--- src/rtl/ula_seq_ctrl.sv ---
// ----------------------------------------------------------------------------
// ula_seq_ctrl -- multicycle control FSM for the shared ALU (ULA) datapath.
//
// Walks each instruction through FETCH / DECODE / execute / memory / write-back
// phases and drives the datapath mux selects, ALU op and write strobes. The
// outputs are decoded from the current state. Three inputs also act within a
// cycle:
//   - mem_ready completes the FETCH handshake (ir_write, pc_write).
//   - funct picks the ALU op in EXEC_R.
//   - zero resolves the branch pc_write in BRANCH.
// While reset_n is low every output is forced to its idle value.
//
// Optional feature: define ULA_SEQ_STALL_CNT_EN to build a saturating counter
// of memory wait cycles on stall_count. When it is not defined, stall_count is
// tied to zero.
//
// Ports:
//   clk          system clock, rising edge
//   reset_n      asynchronous active-low reset
//   opcode       IR[31:26]
//   funct        IR[5:0]
//   zero         ALU zero flag, same cycle as the op
//   mem_ready    memory handshake, sampled only in FETCH / MEM_RD / MEM_WR
//   ula1_sel     operand A select: 00=PC, 01=A, 10=const 0
//   ula2_sel     operand B select: 000=B, 001=4, 010=sext imm, 011=imm<<2,
//                100=imm<<16
//   ula_op       001 add, 010 sub, 011 and, 100 or, 101 slt
//   pc_write     PC load strobe
//   pc_src       00=ALU result, 01=ALUOut, 10=jump target, 11=exc_vector
//   ir_write, mem_read, mem_write, reg_write, aluout_write, epc_write  strobes
//   reg_dst      destination register: 0=rt, 1=rd
//   mem_to_reg   write-back source: 0=ALUOut, 1=MDR
//   exc_vector   constant VEC_EXC
//   state        current state encoding (debug)
//   stall_count  memory wait-cycle counter (optional feature)
// ----------------------------------------------------------------------------
module ula_seq_ctrl #(
  parameter logic [31:0] VEC_EXC = 32'h0000_00FC
) (
  input  logic        clk,
  input  logic        reset_n,
  input  logic [5:0]  opcode,
  input  logic [5:0]  funct,
  input  logic        zero,
  input  logic        mem_ready,
  output logic [1:0]  ula1_sel,
  output logic [2:0]  ula2_sel,
  output logic [2:0]  ula_op,
  output logic        pc_write,
  output logic [1:0]  pc_src,
  output logic        ir_write,
  output logic        mem_read,
  output logic        mem_write,
  output logic        reg_write,
  output logic        aluout_write,
  output logic        epc_write,
  output logic        reg_dst,
  output logic        mem_to_reg,
  output logic [31:0] exc_vector,
  output logic [3:0]  state,
  output logic [15:0] stall_count
);

  typedef enum logic [3:0] {
    S_FETCH    = 4'd0,
    S_DECODE   = 4'd1,
    S_EXEC_R   = 4'd2,
    S_EXEC_I   = 4'd3,
    S_MEM_ADDR = 4'd4,
    S_MEM_RD   = 4'd5,
    S_MEM_WR   = 4'd6,
    S_WB_R     = 4'd7,
    S_WB_I     = 4'd8,
    S_WB_MEM   = 4'd9,
    S_BRANCH   = 4'd10,
    S_JUMP     = 4'd11,
    S_LUI      = 4'd12,
    S_EXCEPT   = 4'd13
  } state_t;

  // Opcodes
  localparam logic [5:0] OPC_RTYPE = 6'h00;
  localparam logic [5:0] OPC_J     = 6'h02;
  localparam logic [5:0] OPC_BEQ   = 6'h04;
  localparam logic [5:0] OPC_BNE   = 6'h05;
  localparam logic [5:0] OPC_ADDI  = 6'h08;
  localparam logic [5:0] OPC_LUI   = 6'h0F;
  localparam logic [5:0] OPC_LW    = 6'h23;
  localparam logic [5:0] OPC_SW    = 6'h2B;

  // Operand A selects
  localparam logic [1:0] A_PC   = 2'b00;
  localparam logic [1:0] A_REG  = 2'b01;
  localparam logic [1:0] A_ZERO = 2'b10;

  // Operand B selects
  localparam logic [2:0] B_REG   = 3'b000;
  localparam logic [2:0] B_FOUR  = 3'b001;
  localparam logic [2:0] B_SEXT  = 3'b010;
  localparam logic [2:0] B_IMM2  = 3'b011;
  localparam logic [2:0] B_IMM16 = 3'b100;

  // ALU ops
  localparam logic [2:0] OP_ADD = 3'b001;
  localparam logic [2:0] OP_SUB = 3'b010;
  localparam logic [2:0] OP_AND = 3'b011;
  localparam logic [2:0] OP_OR  = 3'b100;
  localparam logic [2:0] OP_SLT = 3'b101;

  // PC sources
  localparam logic [1:0] PC_ALU    = 2'b00;
  localparam logic [1:0] PC_ALUOUT = 2'b01;
  localparam logic [1:0] PC_JUMP   = 2'b10;
  localparam logic [1:0] PC_EXC    = 2'b11;

  state_t     state_q;
  logic       funct_valid;
  logic [2:0] funct_op;

  // R-type funct decode. An unlisted funct is flagged invalid and traps.
  // NOTE: every combinational output gets a default before the case, so no
  // path leaves a value unassigned and no latch is inferred.
  always_comb begin
    funct_valid = 1'b1;
    funct_op    = OP_ADD;
    case (funct)
      6'h20:   funct_op = OP_ADD;
      6'h22:   funct_op = OP_SUB;
      6'h24:   funct_op = OP_AND;
      6'h25:   funct_op = OP_OR;
      6'h2A:   funct_op = OP_SLT;
      default: funct_valid = 1'b0;
    endcase
  end

  // State register and transitions.
  // NOTE: sequential state uses non-blocking assignments so every flop samples
  // its pre-edge value, independent of statement order.
  always_ff @(posedge clk or negedge reset_n) begin
    if (!reset_n) begin
      state_q <= S_FETCH;
    end else begin
      case (state_q)
        S_FETCH:  if (mem_ready) state_q <= S_DECODE;
        S_DECODE: begin
          case (opcode)
            OPC_RTYPE:      state_q <= S_EXEC_R;
            OPC_ADDI:       state_q <= S_EXEC_I;
            OPC_LW, OPC_SW: state_q <= S_MEM_ADDR;
            OPC_BEQ,
            OPC_BNE:        state_q <= S_BRANCH;
            OPC_J:          state_q <= S_JUMP;
            OPC_LUI:        state_q <= S_LUI;
            default:        state_q <= S_EXCEPT;
          endcase
        end
        S_EXEC_R: state_q <= funct_valid ? S_WB_R : S_EXCEPT;
        S_EXEC_I: state_q <= S_WB_I;
        S_LUI:    state_q <= S_WB_I;
        S_MEM_ADDR: begin
          // The opcode is stable from IR; anything other than lw/sw here can
          // only come from a corrupted IR, so treat it as invalid.
          if (opcode == OPC_LW)      state_q <= S_MEM_RD;
          else if (opcode == OPC_SW) state_q <= S_MEM_WR;
          else                       state_q <= S_EXCEPT;
        end
        S_MEM_RD: if (mem_ready) state_q <= S_WB_MEM;
        S_MEM_WR: if (mem_ready) state_q <= S_FETCH;
        // WB_R, WB_I, WB_MEM, BRANCH, JUMP, EXCEPT and the unused codes 14/15
        // all return to FETCH.
        default:  state_q <= S_FETCH;
      endcase
    end
  end

  // Output decode. The defaults are the idle/reset values. Gating the whole
  // decode with reset_n keeps every strobe low from the reset edge onwards,
  // including FETCH's mem_read.
  always_comb begin
    ula1_sel     = A_PC;
    ula2_sel     = B_REG;
    ula_op       = OP_ADD;
    pc_write     = 1'b0;
    pc_src       = PC_ALU;
    ir_write     = 1'b0;
    mem_read     = 1'b0;
    mem_write    = 1'b0;
    reg_write    = 1'b0;
    aluout_write = 1'b0;
    epc_write    = 1'b0;
    reg_dst      = 1'b0;
    mem_to_reg   = 1'b0;
    if (reset_n) begin
      case (state_q)
        S_FETCH: begin
          mem_read = 1'b1;
          ula1_sel = A_PC;
          ula2_sel = B_FOUR;
          ula_op   = OP_ADD;
          // IR and PC load only on the cycle the fetch completes.
          if (mem_ready) begin
            ir_write = 1'b1;
            pc_write = 1'b1;
            pc_src   = PC_ALU;
          end
        end
        S_DECODE: begin
          // Branch target computed speculatively while the opcode decodes.
          ula1_sel     = A_PC;
          ula2_sel     = B_IMM2;
          ula_op       = OP_ADD;
          aluout_write = 1'b1;
        end
        S_EXEC_R: begin
          ula1_sel     = A_REG;
          ula2_sel     = B_REG;
          ula_op       = funct_op;
          aluout_write = funct_valid;
        end
        S_EXEC_I, S_MEM_ADDR: begin
          ula1_sel     = A_REG;
          ula2_sel     = B_SEXT;
          ula_op       = OP_ADD;
          aluout_write = 1'b1;
        end
        S_LUI: begin
          // 0 + (imm << 16) places the immediate in the upper half.
          ula1_sel     = A_ZERO;
          ula2_sel     = B_IMM16;
          ula_op       = OP_ADD;
          aluout_write = 1'b1;
        end
        S_MEM_RD: mem_read  = 1'b1;
        S_MEM_WR: mem_write = 1'b1;
        S_WB_R: begin
          reg_write = 1'b1;
          reg_dst   = 1'b1;
        end
        S_WB_I: reg_write = 1'b1;
        S_WB_MEM: begin
          reg_write  = 1'b1;
          mem_to_reg = 1'b1;
        end
        S_BRANCH: begin
          // A - B sets zero; ALUOut already holds the target from DECODE.
          ula1_sel = A_REG;
          ula2_sel = B_REG;
          ula_op   = OP_SUB;
          pc_src   = PC_ALUOUT;
          pc_write = (opcode == OPC_BNE) ? ~zero : zero;
        end
        S_JUMP: begin
          pc_write = 1'b1;
          pc_src   = PC_JUMP;
        end
        S_EXCEPT: begin
          epc_write = 1'b1;
          pc_write  = 1'b1;
          pc_src    = PC_EXC;
        end
        default: ;
      endcase
    end
  end

  assign exc_vector = VEC_EXC;
  assign state      = state_q;

`ifdef ULA_SEQ_STALL_CNT_EN
  // A stall is any cycle a memory-waiting state holds for mem_ready.
  logic        stalled;
  logic [15:0] stall_q;

  assign stalled = ((state_q == S_FETCH) || (state_q == S_MEM_RD) ||
                    (state_q == S_MEM_WR)) && !mem_ready;

  always_ff @(posedge clk or negedge reset_n) begin
    if (!reset_n)                           stall_q <= 16'h0000;
    else if (stalled && stall_q != 16'hFFFF) stall_q <= stall_q + 16'd1;
  end

  assign stall_count = stall_q;
`else
  assign stall_count = 16'h0000;
`endif

endmodule

--- config.mk ---
export PLATFORM = sky130hd
export DESIGN_NAME = ula_seq_ctrl
export DESIGN_NICKNAME = d
export VERILOG_FILES = /design/src/rtl/ula_seq_ctrl.sv
export SDC_FILE = /design/constraint.sdc
export NUM_CORES = 1
export LEC_CHECK = 0
export ABC_AREA = 1
export BUFFER_PORTS_ARGS = -buffer_cell sky130_fd_sc_hd__buf_2
export CAP_MARGIN = 20
export CORE_AREA = 2 2 72 74
export CTS_BUF_LIST = sky130_fd_sc_hd__clkbuf_16
export CTS_CLUSTER_DIAMETER = 80
export DETAILED_ROUTE_END_ITERATION = 12
export DIE_AREA = 0 0 74 76
export HOLD_SLACK_MARGIN = 0.05
export PLACE_DENSITY_LB_ADDON = 0.15
export SLEW_MARGIN = 20
export SYNTH_ARGS = -nofsm -noshare
export SYNTH_HDL_FRONTEND = slang
export SYNTH_SLANG_ARGS = --single-unit
--- constraint.sdc ---
create_clock -name clk -period 3.56 [get_ports clk]
set_input_delay 0.178 -clock clk [delete_from_list [all_inputs] [get_ports clk]]
set_output_delay 0.178 -clock clk [all_outputs]
set_load 0.02 [all_outputs]
==> results of run 1 <==
## cell families after synthesis
kind of cell | share of synthesized area [%]
simple gates | 39.35
buf+inv | 41.29
compound gates | 9.356
flops | 8.602
other cells | 0.6454
xor+xnor | 0.7528
## power groups by stage
stage / clock network (mW) / logic, mW / registers [mW]
after detailed placement: 0 / 0.467 / 0.0932
after global routing: 0.178 / 0.520 / 0.0964
after global placement: 0 / 0.473 / 0.0923
after CTS: 0.177 / 0.469 / 0.0927
after floorplan: 0 / 0.369 / 0.110
final: 0.175 / 0.467 / 0.0932
## critical path: stages
cell and delay, ps:
dlygate4sd3_1 520, buf_2 240, inv_1 250, nor2_1 230, nor2_1 70, o21ai_1 60, buf_2 170
## through the flow
| stage | hold WS [ps] | power, mW | area (um^2) |
|---|---|---|---|
| finish | 285.7 | 0.7348 | 1328 |
| global route | 313.3 | 0.7945 | 1328 |
| CTS | 289.3 | 0.7387 | 1328 |
| global placement | 47.68 | 0.5649 | 1242 |
| floorplan | -117.6 | 0.4795 | 1336 |
| detailed placement | 46.69 | 0.5602 | 1242 |
## worst min-delay path by stage
stage               end  startpoint  cells after the start
2_1_floorplan  state[0]     reset_n                      0
3_3_place_gp   state[0]     reset_n                      1
3_5_place_dp   state[0]     reset_n                      1
4_1_cts        state[3]   mem_ready                      3
5_1_grt        state[3]   mem_ready                      3
6_report       state[3]   mem_ready                      3
## final cells by class
| type | instances | share of cell area (%) |
|---|---|---|
| timing repair buffer | 39 | 15.08 |
| clock buffer | 3 | 5.655 |
| sequential | 4 | 7.540 |
| multi-input combinational | 163 | 56.93 |
| inverter | 29 | 8.200 |
| tap | 70 | 6.598 |
## cell usage in the layout (no fill, tap or decap)
cell type,count
nand2_1,30
o22ai_1,1
a21oi_1,6
xnor2_1,1
o21bai_1,1
buf_2,38
inv_1,20
nand3_1,15
inv_2,8
nand3_2,2
o21ai_2,3
nand2_2,2
conb_1,48
clkinv_1,1
nand4_1,5
o21ai_0,3
o211ai_1,1
clkbuf_16,3
nor2_2,2
dlygate4sd3_1,1
nor2_4,5
o21ai_1,2
dfrtp_1,4
nor2_1,31
and3_1,1
a31oi_1,1
nor3_1,3
## layer usage
metal	vias to the layer above	wire length [um]	global-route usage [%]
met5	-	0	0
met4	0	76	5.455
met3	7	223	1.190
met2	55	1244	16.25
met1	499	1246	13.24
li1	605	-	-
## repair_timing
item,CTS,global route
buffers inserted,0,0
hold buffers,1,0
hold endpoints to repair,4,0
==> results.py, run 1 <==
metrics = {
    "timing": {
        "period_minus_slack_ps": 1902,
        "fmax_ghz": 0.5257,
        "fin_skew_ps": 0.2651,
        "finalHoldViolCount": 0,
        "period_share_pct": 53.43,
        "grt_setup_unrepaired": "no",
        "setup_ws_ps": 1658,
        "finalSetupTns_ps": 0,
        "maxSlewViolCount": 0,
        "setup_viol": 0,
    },
    "logic_synthesis": {
        "yosys.area.top_type": "buf_4",
        "avgSynthCellArea_um2": 5.818,
        "ys.flop_type": "dfrtp_1",
        "synth_top_area_share_pct": 31.61,
        "synth_edf_count": 0,
        "synthArstFlopShare_pct": 100.0,
        "yosysUniqueCellTypes": 26,
        "seq_area_frac_synth_pct": 8.602,
        "synthTopCellsByCount": "buf_4 (49), nor2_1 (31), nand2_1 (30), inv_1 (20), nand3_1 (15)",
        "yosys.cell_count.top_type": "buf_4",
        "yosys-top-cells-area": "buf_4 (32%), nor2_1 (10%), nand2_1 (9.7%), dfrtp_1 (8.6%), inv_1 (6.5%)",
        "ys_ff_latch": 4,
        "syn-instance-count": 200,
        "yosysWarnings": 0,
        "syn-cell-area_um2": 1164,
    },
    "critical_path": {
        "worst_setup_path_start_kind": "input port",
        "cp-end-kind": "output port",
        "r2r_slack_ps": 2150,
        "setup.worst_path.start": "reset_n",
        "crit_path_max_fanout": 13,
        "r2r_start": "state[3]",
        "rr_worst_depth": 8,
        "endpoint": "aluout_write",
        "r2r-end": "state[0]",
        "worstPathArrival_ps": 1720,
        "path_class": "in -> out",
        "worstPathRequired_ps": 3380,
    },
    "global_routing": {
        "grt_usage_pct": 10.23,
        "grt_overflow": 0,
        "grt_max_degree": 14,
        "grt_pass1_vias": 1073,
        "grt_pass1_wl_um": 4643,
        "antenna_found_initial": 0,
    },
    "routing": {
        "firstDrtPassIters": 4,
        "drt-total-wl_um": 2791,
        "postRouteAntennaNets": 0,
        "post_drt_wl_per_cell_um": 9.062,
        "drc_errors": 0,
        "drtIter0Drc": 44,
        "vias": 1166,
        "via_per_inst": 3.786,
    },
    "floorplan": {
        "core-area_um2": 4912,
        "pin_count": 87,
        "die_area_um2": 5624,
        "chipWidth_um": 74,
        "fp-row-count": 26,
        "fp.dieH_um": 76,
        "start_util_pct": 23.69,
    },
    "run": {
        "maxCapViolations": 0,
    },
    "power_and_ir_drop": {
        "leakage_nw": 0.7978,
        "swShare_pct": 53.82,
        "seq_power_share_pct": 12.7,
        "clkPwrFrac_pct": 23.8,
        "intPower_mw": 0.3394,
        "p_comb_share_pct": 63.6,
        "ir_worst_vdd_v": 0.0001770,
        "switching_power_mw": 0.3955,
        "powerDensity_nw_per_um2": 553.5,
    },
    "layout": {
        "nNetsFinal": 256,
        "nFillCells": 584,
        "largest_register_ffs": 4,
        "antenna_cells": 0,
        "area_growth_pct": 14.09,
        "drive_gt1_share_pct": 26.47,
        "fin_util_pct": 27.03,
        "final-instance-count-excl-fill": 308,
        "multi_input_area_um2": 755.7,
        "regArea_um2": 100.1,
    },
    "clocking": {
        "cts-htree-levels": 1,
        "tritoncts": "yes",
        "clockRootBuffer": "clkbuf_16",
        "cts.sinks": 4,
        "clock_latency_ps": 220,
        "cts_buffers": 3,
        "clk_path_buf_depth": 2,
        "path_clk_slew_ps": 30,
        "ctsResizeCount": 0,
    },
    "run_status": {
        "status": "complete, no violations",
    },
    "placed_design": {
        "placed_cells": 304,
        "numPortBuffers": 38,
        "pre_cts_ws_ps": 2023,
        "gp_congestion": 0.7626,
        "hpwl_um": 2433,
    },
    "worst_hold_path": {
        "hold_path_class": "in -> reg",
    },
}
(Power assumes the default switching activity.)
==> run 2: changes to the inputs <==
- clock period: 3.56 -> 1.8 ns (I/O delays scaled with it)
==> run 2 against run 1 <==
Sequential cell count unchanged. First-iteration DRC count up 14%. Global-route usage decreased by 0.38 points. Clock power up 97%. Routed wire length is essentially flat. Worst hold slack worse by 84 ps. Non-clock buffer count up 2. Sequential share of layout area down 0.16 points.
==> results.py, run 2 (synthesized netlist as in run 1, its figures left out) <==
metrics = {
    "clocking": {
        "cts.sinks": 4,
        "clockRootBuffer": "clkbuf_16",
        "clock_latency_ps": 220,
        "tritoncts": "yes",
        "clk_path_buf_depth": 2,
        "cts_buffers": 3,
        "path_clk_slew_ps": 30,
        "cts-htree-levels": 1,
    },
    "layout": {
        "drive_gt1_share_pct": 27.92,
        "layout_common_cells": "conb_1 (48), buf_2 (37), nand2_1 (30), nor2_1 (30), inv_1 (19)",
        "area_growth_pct": 16.56,
        "antenna_cells": 0,
        "regArea_um2": 100.1,
        "final_common_cell": "conb_1",
        "nFillCells": 580,
        "nNetsFinal": 258,
        "multi_input_area_um2": 763.2,
        "largest_register_ffs": 4,
    },
    "global_routing": {
        "use_met2_pct": 15.09,
        "grt_use_met3_pct": 1.190,
        "grtUsageMet1_pct": 13.05,
        "grt_busiest_layer": "met2",
        "grt_max_degree": 14,
        "grt_overflow": 0,
        "grt_pass1_vias": 989,
        "grt_pass1_wl_um": 4429,
        "antenna_found_initial": 0,
        "grt_usage_pct": 9.851,
    },
    "floorplan": {
        "fp-row-count": 26,
        "pin_count": 87,
        "core-area_um2": 4912,
        "chipWidth_um": 74,
        "fp.dieH_um": 76,
        "die_area_um2": 5624,
        "start_util_pct": 23.69,
    },
    "placed_design": {
        "gp_congestion": 0.7625,
        "hpwl_um": 2414,
        "numPortBuffers": 38,
    },
    "timing": {
        "hold_ws_ps": 201.7,
        "period_minus_slack_ps": 1687,
        "fin_skew_ps": 0.4099,
        "period_share_pct": 93.73,
        "grt_setup_unrepaired": "no",
        "setup_viol": 0,
        "maxSlewViolCount": 0,
        "finalSetupTns_ps": 0,
        "fmax_ghz": 0.5927,
        "finalHoldViolCount": 0,
    },
    "routing": {
        "drtIter0Drc": 50,
        "vias": 1166,
        "post_drt_wl_per_cell_um": 9.000,
        "via_per_inst": 3.761,
        "postRouteAntennaNets": 0,
        "firstDrtPassIters": 4,
        "drt-total-wl_um": 2790,
        "drc_errors": 0,
    },
    "critical_path": {
        "worstPathArrival_ps": 1600,
        "cp-end-kind": "output port",
        "crit_path_max_fanout": 5,
        "path_cells": "inv_2 > nor2_4 > inv_2 > o21ai_1 > nand2_1 > o21ai_2 > nor2_1 > o21ai_1 > buf_2",
        "r2r-end": "state[0]",
        "rr_worst_depth": 8,
        "path_class": "reg -> out",
        "worstPathRequired_ps": 1710,
        "worst_setup_path_start_kind": "flop",
        "slowest_delay_ps": 460,
        "critPathSlowestCell": "dfrtp_1",
        "r2r_slack_ps": 430,
        "r2r_start": "state[1]",
    },
    "power_and_ir_drop": {
        "powerDensity_nw_per_um2": 1090,
        "leakage_nw": 0.8041,
        "fin_total_pwr_mw": 1.478,
        "ir_worst_vdd_v": 0.0002739,
    },
    "run_status": {
        "status": "complete, no violations",
    },
    "worst_hold_path": {
        "hold_path_class": "in -> reg",
        "min_from": "mem_ready",
        "hold_depth": 3,
        "worstHoldEndpoint": "state[3]",
    },
    "run": {
        "maxCapViolations": 0,
    },
}
## run 2: cell types whose count changed in the layout (fill, tap and decap cells not counted), sizes merged
cell,before,now
buf,38,39
clkbuf,3,4
clkinvlp,0,1
inv,28,27
## run 2: how the worst max path moves through the flow
stage,startpoint,to,cells past startpoint
floorplan,state[0],aluout_write,8
global route,state[1],aluout_write,8
CTS,reset_n,aluout_write,7
detailed placement,state[3],aluout_write,8
finish,state[2],aluout_write,9
global placement,state[3],state[0],8
## run 2: per-stage QoR
stage	area [um^2]	util (%)	worst slack (ps)	std cells
2_1_floorplan	1336	-	235.2	246
6_report	1356	27.61	112.9	310
4_1_cts	1328	27.03	61.74	308
5_1_grt	1356	27.61	6.308	310
3_5_place_dp	1242	25.29	340.4	304
3_3_place_gp	1242	25.29	326.1	304
## run 2: worst max-delay path: cells and delay by family, from the launching register on
kind | cells | cell delay, ps
compound gates | 3 | 270
buf+inv | 3 | 330
flops | 1 | 460
simple gates | 3 | 300
## run 2: power by group
| group | internal (mW) | leakage, nW | total [mW] | switching, mW |
|---|---|---|---|---|
| clock | 0.284 | 0.0370 | 0.345 | 0.0617 |
| combinational | 0.271 | 0.716 | 0.941 | 0.670 |
| sequential | 0.127 | 0.0509 | 0.191 | 0.0639 |
| total | 0.682 | 0.804 | 1.48 | 0.796 |
## run 2: routing by layer
metal	vias to the layer above	part of all wire (%)
met5	-	0
met4	0	2.8
met3	7	6.7
met2	55	44
met1	495	47
li1	609	-
## run 2: repair_timing
item                                   4_1_cts  5_1_grt
setup endpoints to repair                    0        3
hold buffers                                 1        0
buffers inserted                             0        2
endpoints found under the hold margin        4        0
resized for setup                            0        4
## run 2: area by class of cell
type	instances	share of cell area, %
clock buffers	3	5.535
inverters	29	8.303
multi-input cells	163	56.27
flip-flops and latches	4	7.380
well taps	70	6.458
repair buffers	41	16.05
